--- src/rtl/jpeg_frame_sequencer_if.sv ---
// ---------------------------------------------------------------------------
// jpeg_frame_sequencer_if
// Control/status bundle between a frame controller (master) and the JPEG
// row-pipeline frame sequencer (slave).
//   start        : frame start pulse
//   num_blocks   : 8x8 blocks in the frame (latched on an accepted start)
//   stall        : freeze request
//   abort        : cancel the running frame
//   core_en      : pipeline stage advance enable
//   address_in   : input row fetch address, in_valid / in_blk_first qualify it
//   address_out  : output row write address, out_valid qualifies it
//   busy         : frame in progress (RUN, DRAIN, DONE)
//   frame_done   : one-cycle completion pulse
// ---------------------------------------------------------------------------
interface jpeg_frame_sequencer_if #(
    parameter int ADDR_W = 15
);
    logic              start;
    logic [ADDR_W-4:0] num_blocks;
    logic              stall;
    logic              abort;
    logic              core_en;
    logic [ADDR_W-1:0] address_in;
    logic              in_valid;
    logic              in_blk_first;
    logic [ADDR_W-1:0] address_out;
    logic              out_valid;
    logic              busy;
    logic              frame_done;

    modport master (
        output start, num_blocks, stall, abort,
        input  core_en, address_in, in_valid, in_blk_first,
        input  address_out, out_valid, busy, frame_done
    );

    modport slave (
        input  start, num_blocks, stall, abort,
        output core_en, address_in, in_valid, in_blk_first,
        output address_out, out_valid, busy, frame_done
    );
endinterface

--- src/rtl/jpeg_frame_sequencer.sv ---
// ---------------------------------------------------------------------------
// jpeg_frame_sequencer
// Frame-level controller for the JPEG row pipeline. A start in IDLE latches
// the block count and walks the input row address through 8*num_blocks rows
// (RUN), then waits for the last row to leave the PIPE_LAT-deep pipeline
// (DRAIN), pulses frame_done for one cycle (DONE) and returns to IDLE.
// stall freezes every counter and the valid pipeline; abort cancels the
// frame from RUN/DRAIN without a frame_done.
//   clk, reset : rising-edge clock, synchronous active-high reset
//   bus        : slave side of jpeg_frame_sequencer_if (see interface header)
// ---------------------------------------------------------------------------
module jpeg_frame_sequencer #(
    parameter int ADDR_W   = 15,
    parameter int PIPE_LAT = 34
) (
    input  logic                   clk,
    input  logic                   reset,
    jpeg_frame_sequencer_if.slave  bus
);
    typedef enum logic [1:0] {
        ST_IDLE  = 2'd0,
        ST_RUN   = 2'd1,
        ST_DRAIN = 2'd2,
        ST_DONE  = 2'd3
    } state_t;

    state_t              state_q,       state_d;
    logic [ADDR_W-1:0]   address_in_q,  address_in_d;
    logic [ADDR_W-1:0]   address_out_q, address_out_d;
    logic [ADDR_W-4:0]   num_blocks_q,  num_blocks_d;
    logic [PIPE_LAT-1:0] valid_sr_q,    valid_sr_d;

    logic [ADDR_W-1:0]   last_row_s;
    logic                adv_s;
    logic                in_valid_s;
    logic                out_valid_s;

    // Per-cycle pipeline controls decoded from the state and stall
    always_comb begin
        last_row_s  = {num_blocks_q, 3'b000} - ADDR_W'(1);
        adv_s       = ((state_q == ST_RUN) || (state_q == ST_DRAIN)) && !bus.stall;
        in_valid_s  = (state_q == ST_RUN) && !bus.stall;
        // Gated with adv so a row parked in the last stage during a stall is
        // written exactly once.
        out_valid_s = valid_sr_q[PIPE_LAT-1] && adv_s;
    end

    // Next-state, address counters and valid pipeline
    always_comb begin
        state_d       = state_q;
        address_in_d  = address_in_q;
        address_out_d = address_out_q;
        num_blocks_d  = num_blocks_q;
        valid_sr_d    = valid_sr_q;
        case (state_q)
            ST_IDLE: begin
                if (bus.start && (bus.num_blocks != '0)) begin
                    num_blocks_d  = bus.num_blocks;
                    address_in_d  = '0;
                    address_out_d = '0;
                    valid_sr_d    = '0;
                    state_d       = ST_RUN;
                end else begin
                    state_d = ST_IDLE;
                end
            end
            ST_RUN, ST_DRAIN: begin
                if (bus.abort) begin
                    state_d    = ST_IDLE;
                    valid_sr_d = '0;
                end else if (adv_s) begin
                    // Width cast drops the oldest bit; also valid for PIPE_LAT == 1.
                    valid_sr_d = PIPE_LAT'({valid_sr_q, in_valid_s});
                    if (state_q == ST_RUN) begin
                        // The last row address is held rather than wrapped.
                        if (address_in_q == last_row_s) begin
                            state_d = ST_DRAIN;
                        end else begin
                            address_in_d = address_in_q + ADDR_W'(1);
                        end
                    end else if (out_valid_s && (address_out_q == last_row_s)) begin
                        state_d = ST_DONE;
                    end else begin
                        state_d = state_q;
                    end
                    if (out_valid_s && (address_out_q != last_row_s)) begin
                        address_out_d = address_out_q + ADDR_W'(1);
                    end else begin
                        address_out_d = address_out_q;
                    end
                end else begin
                    state_d = state_q;
                end
            end
            ST_DONE: begin
                state_d = ST_IDLE;
            end
            default: begin
                state_d = ST_IDLE;
            end
        endcase
    end

    // State and datapath registers
    always_ff @(posedge clk) begin
        if (reset) begin
            state_q       <= ST_IDLE;
            address_in_q  <= '0;
            address_out_q <= '0;
            num_blocks_q  <= '0;
            valid_sr_q    <= '0;
        end else begin
            state_q       <= state_d;
            address_in_q  <= address_in_d;
            address_out_q <= address_out_d;
            num_blocks_q  <= num_blocks_d;
            valid_sr_q    <= valid_sr_d;
        end
    end

    assign bus.core_en      = adv_s;
    assign bus.address_in   = address_in_q;
    assign bus.in_valid     = in_valid_s;
    assign bus.in_blk_first = in_valid_s && (address_in_q[2:0] == 3'd0);
    assign bus.address_out  = address_out_q;
    assign bus.out_valid    = out_valid_s;
    assign bus.busy         = (state_q != ST_IDLE);
    assign bus.frame_done   = (state_q == ST_DONE);
endmodule

--- src/flat_wrapper.sv ---
// flat-port wrapper written by rule: the top's interface ports become plain ports
module jpeg_frame_sequencer_flat 
#(
    parameter int ADDR_W   = 15,
    parameter int PIPE_LAT = 34
)
  (clk, reset, bus_start, bus_num_blocks, bus_stall, bus_abort, bus_core_en, bus_address_in, bus_in_valid, bus_in_blk_first, bus_address_out, bus_out_valid, bus_busy, bus_frame_done);
  jpeg_frame_sequencer_if #(.ADDR_W(ADDR_W)) bus_i ();
  input  logic clk;
  input  logic reset;
  input wire logic [$bits(bus_i.start)-1:0] bus_start;
  input wire logic [$bits(bus_i.num_blocks)-1:0] bus_num_blocks;
  input wire logic [$bits(bus_i.stall)-1:0] bus_stall;
  input wire logic [$bits(bus_i.abort)-1:0] bus_abort;
  output wire logic [$bits(bus_i.core_en)-1:0] bus_core_en;
  output wire logic [$bits(bus_i.address_in)-1:0] bus_address_in;
  output wire logic [$bits(bus_i.in_valid)-1:0] bus_in_valid;
  output wire logic [$bits(bus_i.in_blk_first)-1:0] bus_in_blk_first;
  output wire logic [$bits(bus_i.address_out)-1:0] bus_address_out;
  output wire logic [$bits(bus_i.out_valid)-1:0] bus_out_valid;
  output wire logic [$bits(bus_i.busy)-1:0] bus_busy;
  output wire logic [$bits(bus_i.frame_done)-1:0] bus_frame_done;
  assign bus_i.start = bus_start;
  assign bus_i.num_blocks = bus_num_blocks;
  assign bus_i.stall = bus_stall;
  assign bus_i.abort = bus_abort;
  assign bus_core_en = bus_i.core_en;
  assign bus_address_in = bus_i.address_in;
  assign bus_in_valid = bus_i.in_valid;
  assign bus_in_blk_first = bus_i.in_blk_first;
  assign bus_address_out = bus_i.address_out;
  assign bus_out_valid = bus_i.out_valid;
  assign bus_busy = bus_i.busy;
  assign bus_frame_done = bus_i.frame_done;
  jpeg_frame_sequencer #(.ADDR_W(ADDR_W), .PIPE_LAT(PIPE_LAT)) u_core (.clk(clk), .reset(reset), .bus(bus_i));
endmodule
--- config.mk ---
export PLATFORM = sky130hd
export DESIGN_NAME = jpeg_frame_sequencer_flat
export DESIGN_NICKNAME = d
export VERILOG_FILES = /design/src/rtl/jpeg_frame_sequencer_if.sv /design/src/rtl/jpeg_frame_sequencer.sv /design/src/flat_wrapper.sv
export SDC_FILE = /design/constraint.sdc
export NUM_CORES = 1
export LEC_CHECK = 0
export BUFFER_PORTS_ARGS = -buffer_cell sky130_fd_sc_hd__clkbuf_2
export CORE_UTILIZATION = 35
export DETAILED_ROUTE_END_ITERATION = 10
export GPL_ROUTABILITY_DRIVEN = 0
export GPL_TIMING_DRIVEN = 0
export PLACE_DENSITY_LB_ADDON = 0.2
export SLEW_MARGIN = 20
export SYNTH_ARGS = -nofsm -noshare
export SYNTH_HDL_FRONTEND = slang
export SYNTH_SLANG_ARGS = --single-unit
--- constraint.sdc ---
create_clock -name clk -period 3.4 [get_ports clk]
set_input_delay 0.34 -clock clk [delete_from_list [all_inputs] [get_ports clk]]
set_output_delay 0.34 -clock clk [all_outputs]
set_load 0.03 [all_outputs]
# Word-level counts from Yosys, hierarchy flattened
# Cells that the tools add are included.
# op_classes
eq_ne	15
bitwise_logic	0
magnitude_cmp	0
reduce_logical	20
n_div	0
n_addsub	3
n_shift	0
n_mul	0
mux	21
# ops
operator	n
15-bit 2-to-1 mux	8
34-bit 2-to-1 mux	3
34-bit case mux with 2 select lines	1
15-bit case mux with 2 select lines	2
15-bit by 1-bit adder with 15-bit output, second input constant	2
15-bit equality test	2
15-bit != test	1
15-bit by 1-bit subtractor with 15-bit output, second input constant	1
12-bit nonzero test	1
2-bit 2-to-1 mux	5
1-bit logical AND	7
2-bit by 1-bit != test with 1-bit output, second input constant	3
2-bit != test, second input constant	3
2-bit case mux with 3 select lines	1
3-bit AND reduction	2
6-bit AND reduction	1
5-bit AND reduction	1
2-bit equality test, second input constant	2
4-bit by 2-bit != test with 1-bit output, second input constant	1
4-bit != test, second input constant	1
2-bit nonzero test	2
3-bit logical NOT	1
3-bit != test, second input constant	1
2-bit by 1-bit equality test with 1-bit output, second input constant	1
6 further kinds	6
# totals
wordCells	64
latchBits	0
out_inout_bits	36
romBits	0
ram_bits	0
ff_bits	78
memories	0
in_bits	17

# Longest topological paths before layout
# logic_depth
ltp_word	10
mapped_depth	13
ltp_nobuf	10

# Worst setup path before layout
# No wires, ideal clock.
# synth_timing
path_kind	reg-to-reg
start	register u_core.state_q[0]
end	register u_core.address_out_q[7], in the netlist u_core.bus.address_out[7]
n_path_buf	1
setup_time_ns	0.071
path_stages_with_launch	11
arrival_ns	3.169
t_required_ns	3.329
period_less_slack_ns	3.240
slack_ns	0.160
cell_sequence	dfxtp_1 -> inv_1 -> ha_1 -> clkbuf_1 -> inv_1 -> nor2_1 -> nand2_1 -> nor4_1 -> nand2_2 -> or4_1 -> a21oi_1
# synth_via
elab_chain_cells	7
elab_cells_between_ends	15
classes_between	6 x eq/ne; 1 x mux; 8 x reduce/logical
# synth_rtl
item	line	text
start, declared	jpeg_frame_sequencer.sv:27	state_t state_q, state_d;
start signal, assigned	jpeg_frame_sequencer.sv:113	state_q <= state_d;
2-bit by 1-bit equality test with 1-bit output / 2-bit equality test (equally long branches)	jpeg_frame_sequencer.sv:41	adv_s = ((state_q == ST_RUN) || (state_q == ST_DRAIN)) && !bus.stall;
1-bit logical OR (*)	jpeg_frame_sequencer.sv:41	
1-bit logical AND (*)	jpeg_frame_sequencer.sv:41	
named net bus_core_en	flat_wrapper.sv:15	output wire logic [$bits(bus_i.core_en)-1:0] bus_core_en;
1-bit logical AND	jpeg_frame_sequencer.sv:45	out_valid_s = valid_sr_q[PIPE_LAT-1] && adv_s;
1-bit logical AND	jpeg_frame_sequencer.sv:86	if (out_valid_s && (address_out_q != last_row_s)) begin
2-bit by 1-bit != test with 1-bit output (no line)	n/a	
5-bit AND reduction (no line) (*)	n/a	
end signal, assigned	jpeg_frame_sequencer.sv:115	address_out_q <= address_out_d;
end, declared	jpeg_frame_sequencer.sv:29	logic [ADDR_W-1:0] address_out_q, address_out_d;
# The timed path passes the listed nets; every way through them passes the cells marked *.
# A chain may end at the register's enable or synchronous reset.

# Worst setup path in the final report
# layout_timing
start	register u_core.num_blocks_q[0]
end	register u_core.address_out_q[10], in the netlist u_core.bus.address_out[10]
# layout_via
elab_chain_cells	5
# layout_rtl
item	line	text
start, declared	jpeg_frame_sequencer.sv:30	logic [ADDR_W-4:0] num_blocks_q, num_blocks_d;
start signal, assigned	jpeg_frame_sequencer.sv:116	num_blocks_q <= num_blocks_d;
15-bit by 1-bit subtractor with 15-bit output	jpeg_frame_sequencer.sv:40	last_row_s = {num_blocks_q, 3'b000} - ADDR_W'(1);
15-bit != test	jpeg_frame_sequencer.sv:86	
1-bit logical AND	jpeg_frame_sequencer.sv:86	
2-bit by 1-bit != test with 1-bit output (no line)	n/a	
5-bit AND reduction (no line)	n/a	
# No other way between the ends.

==> flow_summary.ini <==
[power_and_ir_drop]
switching_share = 0.315
p_per_area_mw_per_mm2 = 472
power_frac_clock = 0.392
max-vdd-ir-drop_uv = 321
p_switching_uw = 739
cellLeakagePower_nw = 1.92
seq_power_share = 0.402
comb_power_share = 0.205
power.internal_mw = 1.60

[worst_setup_path]
critPathMaxFanout = 10
crit_buf_inv = 3
crit_chain = buf_6 > inv_1 > ha_1 > or3b_1 > buf_2 > or4_1 > o211a_1 > nand4_4 > nand2_2 > or4_1 > a21oi_1
required_ns = 3.68
cp.arrival_ns = 3.44
cp_slowest_cell = or4_1
path_class = reg -> reg
cp-start-kind = flop
crit_path_end_kind = flop
slowest_delay_ns = 0.57
cp_common_cell = or4_1
cp_top_family = simple AND/OR/NAND/NOR gates

[timing]
hold_violations = 0
fmax_ghz = 0.316
fin_crit_sh = 0.932
fin_hold_ws_ns = 0.249
drv_slew = 0
rsz0062_at_grt = no
slew_headroom = 0.291
setup_violations = 0
tightestPinTransition_ns = 1.05
min_period_ns = 3.17
fin_worst_skew_ns = 0.00880

[final_layout]
area_growth_pct = 18.4
final_design_area_no_fill_sq_mm = 0.00496
multi_input_area_sq_mm = 0.00238
layout-drive-gt1-share = 0.186
n_antenna_cell = 0
final_util = 0.429
seq_area_sq_mm = 0.00156
fillCellCount = 1138
final_nets = 571

[floorplan]
io_pins = 53
die_w_microns = 111
coreArea_sq_mm = 0.0116
die_area_sq_mm = 0.0124
die_h_microns = 111
start_util = 0.362
fp-row-count = 39

[synthesis]
ys_top_cells_by_area = dfxtp_1 37%, a22o_1 6.5%, nand3_1 3.5%, nor2_1 3.1%, a21oi_1 3.0%
syn_area_sq_mm = 0.00419
netlist-cell-type-count = 61
ys_ff_latch = 78
synth_top_area_frac = 0.373
yosysTopAreaCell = dfxtp_1
avgSynthCellArea_sq_um = 8.73
syn_nets = 507
ys_warn_count = 0
seq_area_frac_synth = 0.373
netlist_instances = 480
async_reset_ff_frac = 0
synthFlopType = dfxtp_1
synth_edf_count = 0

[clocking]
clkSinkCount = 78
htree_levels = 3
cts_buffers = 9
cts_tree = done
clockBufferDepth = 2
clock_latency_ns = 0.35
clk_root_buffer_cell = clkbuf_16
postCtsHoldBufs = 0
path_clk_slew_ns = 0.06

[grt]
overflow = 0
antenna_found_initial = 0
grtUsageTotal = 0.194
grt_pass1_vias = 3646
grt_max_degree = 16
grt_pass1_wl_microns = 19000

[job]
drv_cap = 0

[drt]
top_layer_used = met4
drc_errors = 10
wl_microns = 11500
detail_route.first_pass.iterations = 8
wl_met3_microns = 689
avgViaCountPerCell = 5.62
wl_per_cell_microns = 16.7
wl_met2_microns = 5400
ant_nets = 0
drt-met1-wl_microns = 5320
via_count = 3886
drt_iter0_markers = 323

[min_path]
min_path_type = in -> reg

[status]
violations = design-rule violations
status = finished, violations left

[placement]
io_buffer_count = 51
hpwl_microns = 8410
post_dp_cell_area_sq_mm = 0.00463
[cell usage after synthesis (13+ instances only)]
library cell  instances
nor3_1               16
inv_1                18
o21ai_0              20
nor2_1               35
nor4_1               14
nand3_1              29
a22o_1               31
a21oi_1              25
xor2_1               13
nand2_1              32
clkbuf_1             18
dfxtp_1              78
[logic make-up after synthesis]
kind of cell,Yosys count,share of synthesized area
compound gates,124,0.219
flops,78,0.373
buf+inv,52,0.0690
simple gates,179,0.228
mux,12,0.0287
fa+ha+maj,10,0.0299
xor+xnor,25,0.0523
[flip-flops by register name, indices dropped and copies added (netlist names)]
register                count
u_core.bus.address_in      15
u_core.bus.address_out     15
u_core.num_blocks_q        12
u_core.valid_sr_q          34
u_core.state_q              2
[repair_timing]
item	4_1_cts	5_1_grt
endpoints found under the hold margin	0	0
resized for setup	0	5
buffers inserted	0	2
setup endpoints to repair	0	9
[final timing paths]
kind / startpoint / endpoint / slack [ns] / cells past startpoint
setup reg to reg: u_core.num_blocks_q[0] / u_core.bus.address_out[10] / 0.23 / 11
hold / removal: bus_num_blocks[10] / u_core.num_blocks_q[10] / 0.25 / 3
hold reg to reg: u_core.valid_sr_q[2] / u_core.valid_sr_q[2] / 0.46 / 2
setup / recovery: u_core.num_blocks_q[0] / u_core.bus.address_out[10] / 0.23 / 11
[metrics by stage]
| stage | total power [mW] | setup TNS [ns] | setup WS, ns | std cells |
|---|---|---|---|---|
| 3_3_place_gp | 1.42 | -1.98 | -0.303 | 674 |
| 5_1_grt | 2.45 | 0 | 0.0408 | 692 |
| 3_5_place_dp | 1.43 | 0 | 0.0943 | 674 |
| 6_report | 2.34 | 0 | 0.231 | 692 |
| 2_1_floorplan | 1.31 | 0 | 0.160 | 480 |
| 4_1_cts | 2.35 | 0 | 0.0586 | 690 |
[area by class of cell]
| class | instances | share of cell area |
|---|---|---|
| plain buffers | 34 | 0.0446 |
| clock buffers | 9 | 0.0454 |
| clock inverters | 7 | 0.0113 |
| inverters | 18 | 0.0136 |
| multi-input cells | 350 | 0.480 |
| flip-flops and latches | 78 | 0.315 |
| well taps | 143 | 0.0361 |
| repair buffers | 53 | 0.0545 |
[power by group through the flow]
stage,Combinational [mW],Sequential [mW],Clock (mW)
after floorplan,0.352,0.960,0
after global placement,0.460,0.963,0
after detailed placement,0.465,0.964,0
after CTS,0.467,0.943,0.939
after global routing,0.530,0.945,0.978
final,0.481,0.943,0.919
[cell usage in the layout, fill, tap and decap left out, types with 13 or more instances in the layout]
cell and count:
nor3_1 15, nand3_1 29, clkbuf_2 51, nand2_1 32, a22o_1 31, xor2_1 13
a21oi_1 25, dfxtp_1 78, nor2_1 35, clkbuf_1 18, o21ai_0 20, inv_1 18
[layer usage]
layer / up-vias / global-route usage
met5: - / 0
met4: 0 / 0.0694
met3: 11 / 0.0501
met2: 110 / 0.308
met1: 1849 / 0.255
li1: 1916 / -
[tightest hold or removal path, delay by kind of cell]
kind / cells / cell delay [ns]
buffers and inverters: 1 / 0.09
muxes: 1 / 0.06
and+or+nand+nor: 1 / 0.07
No activity file was read; power rests on OpenSTA's default activity.
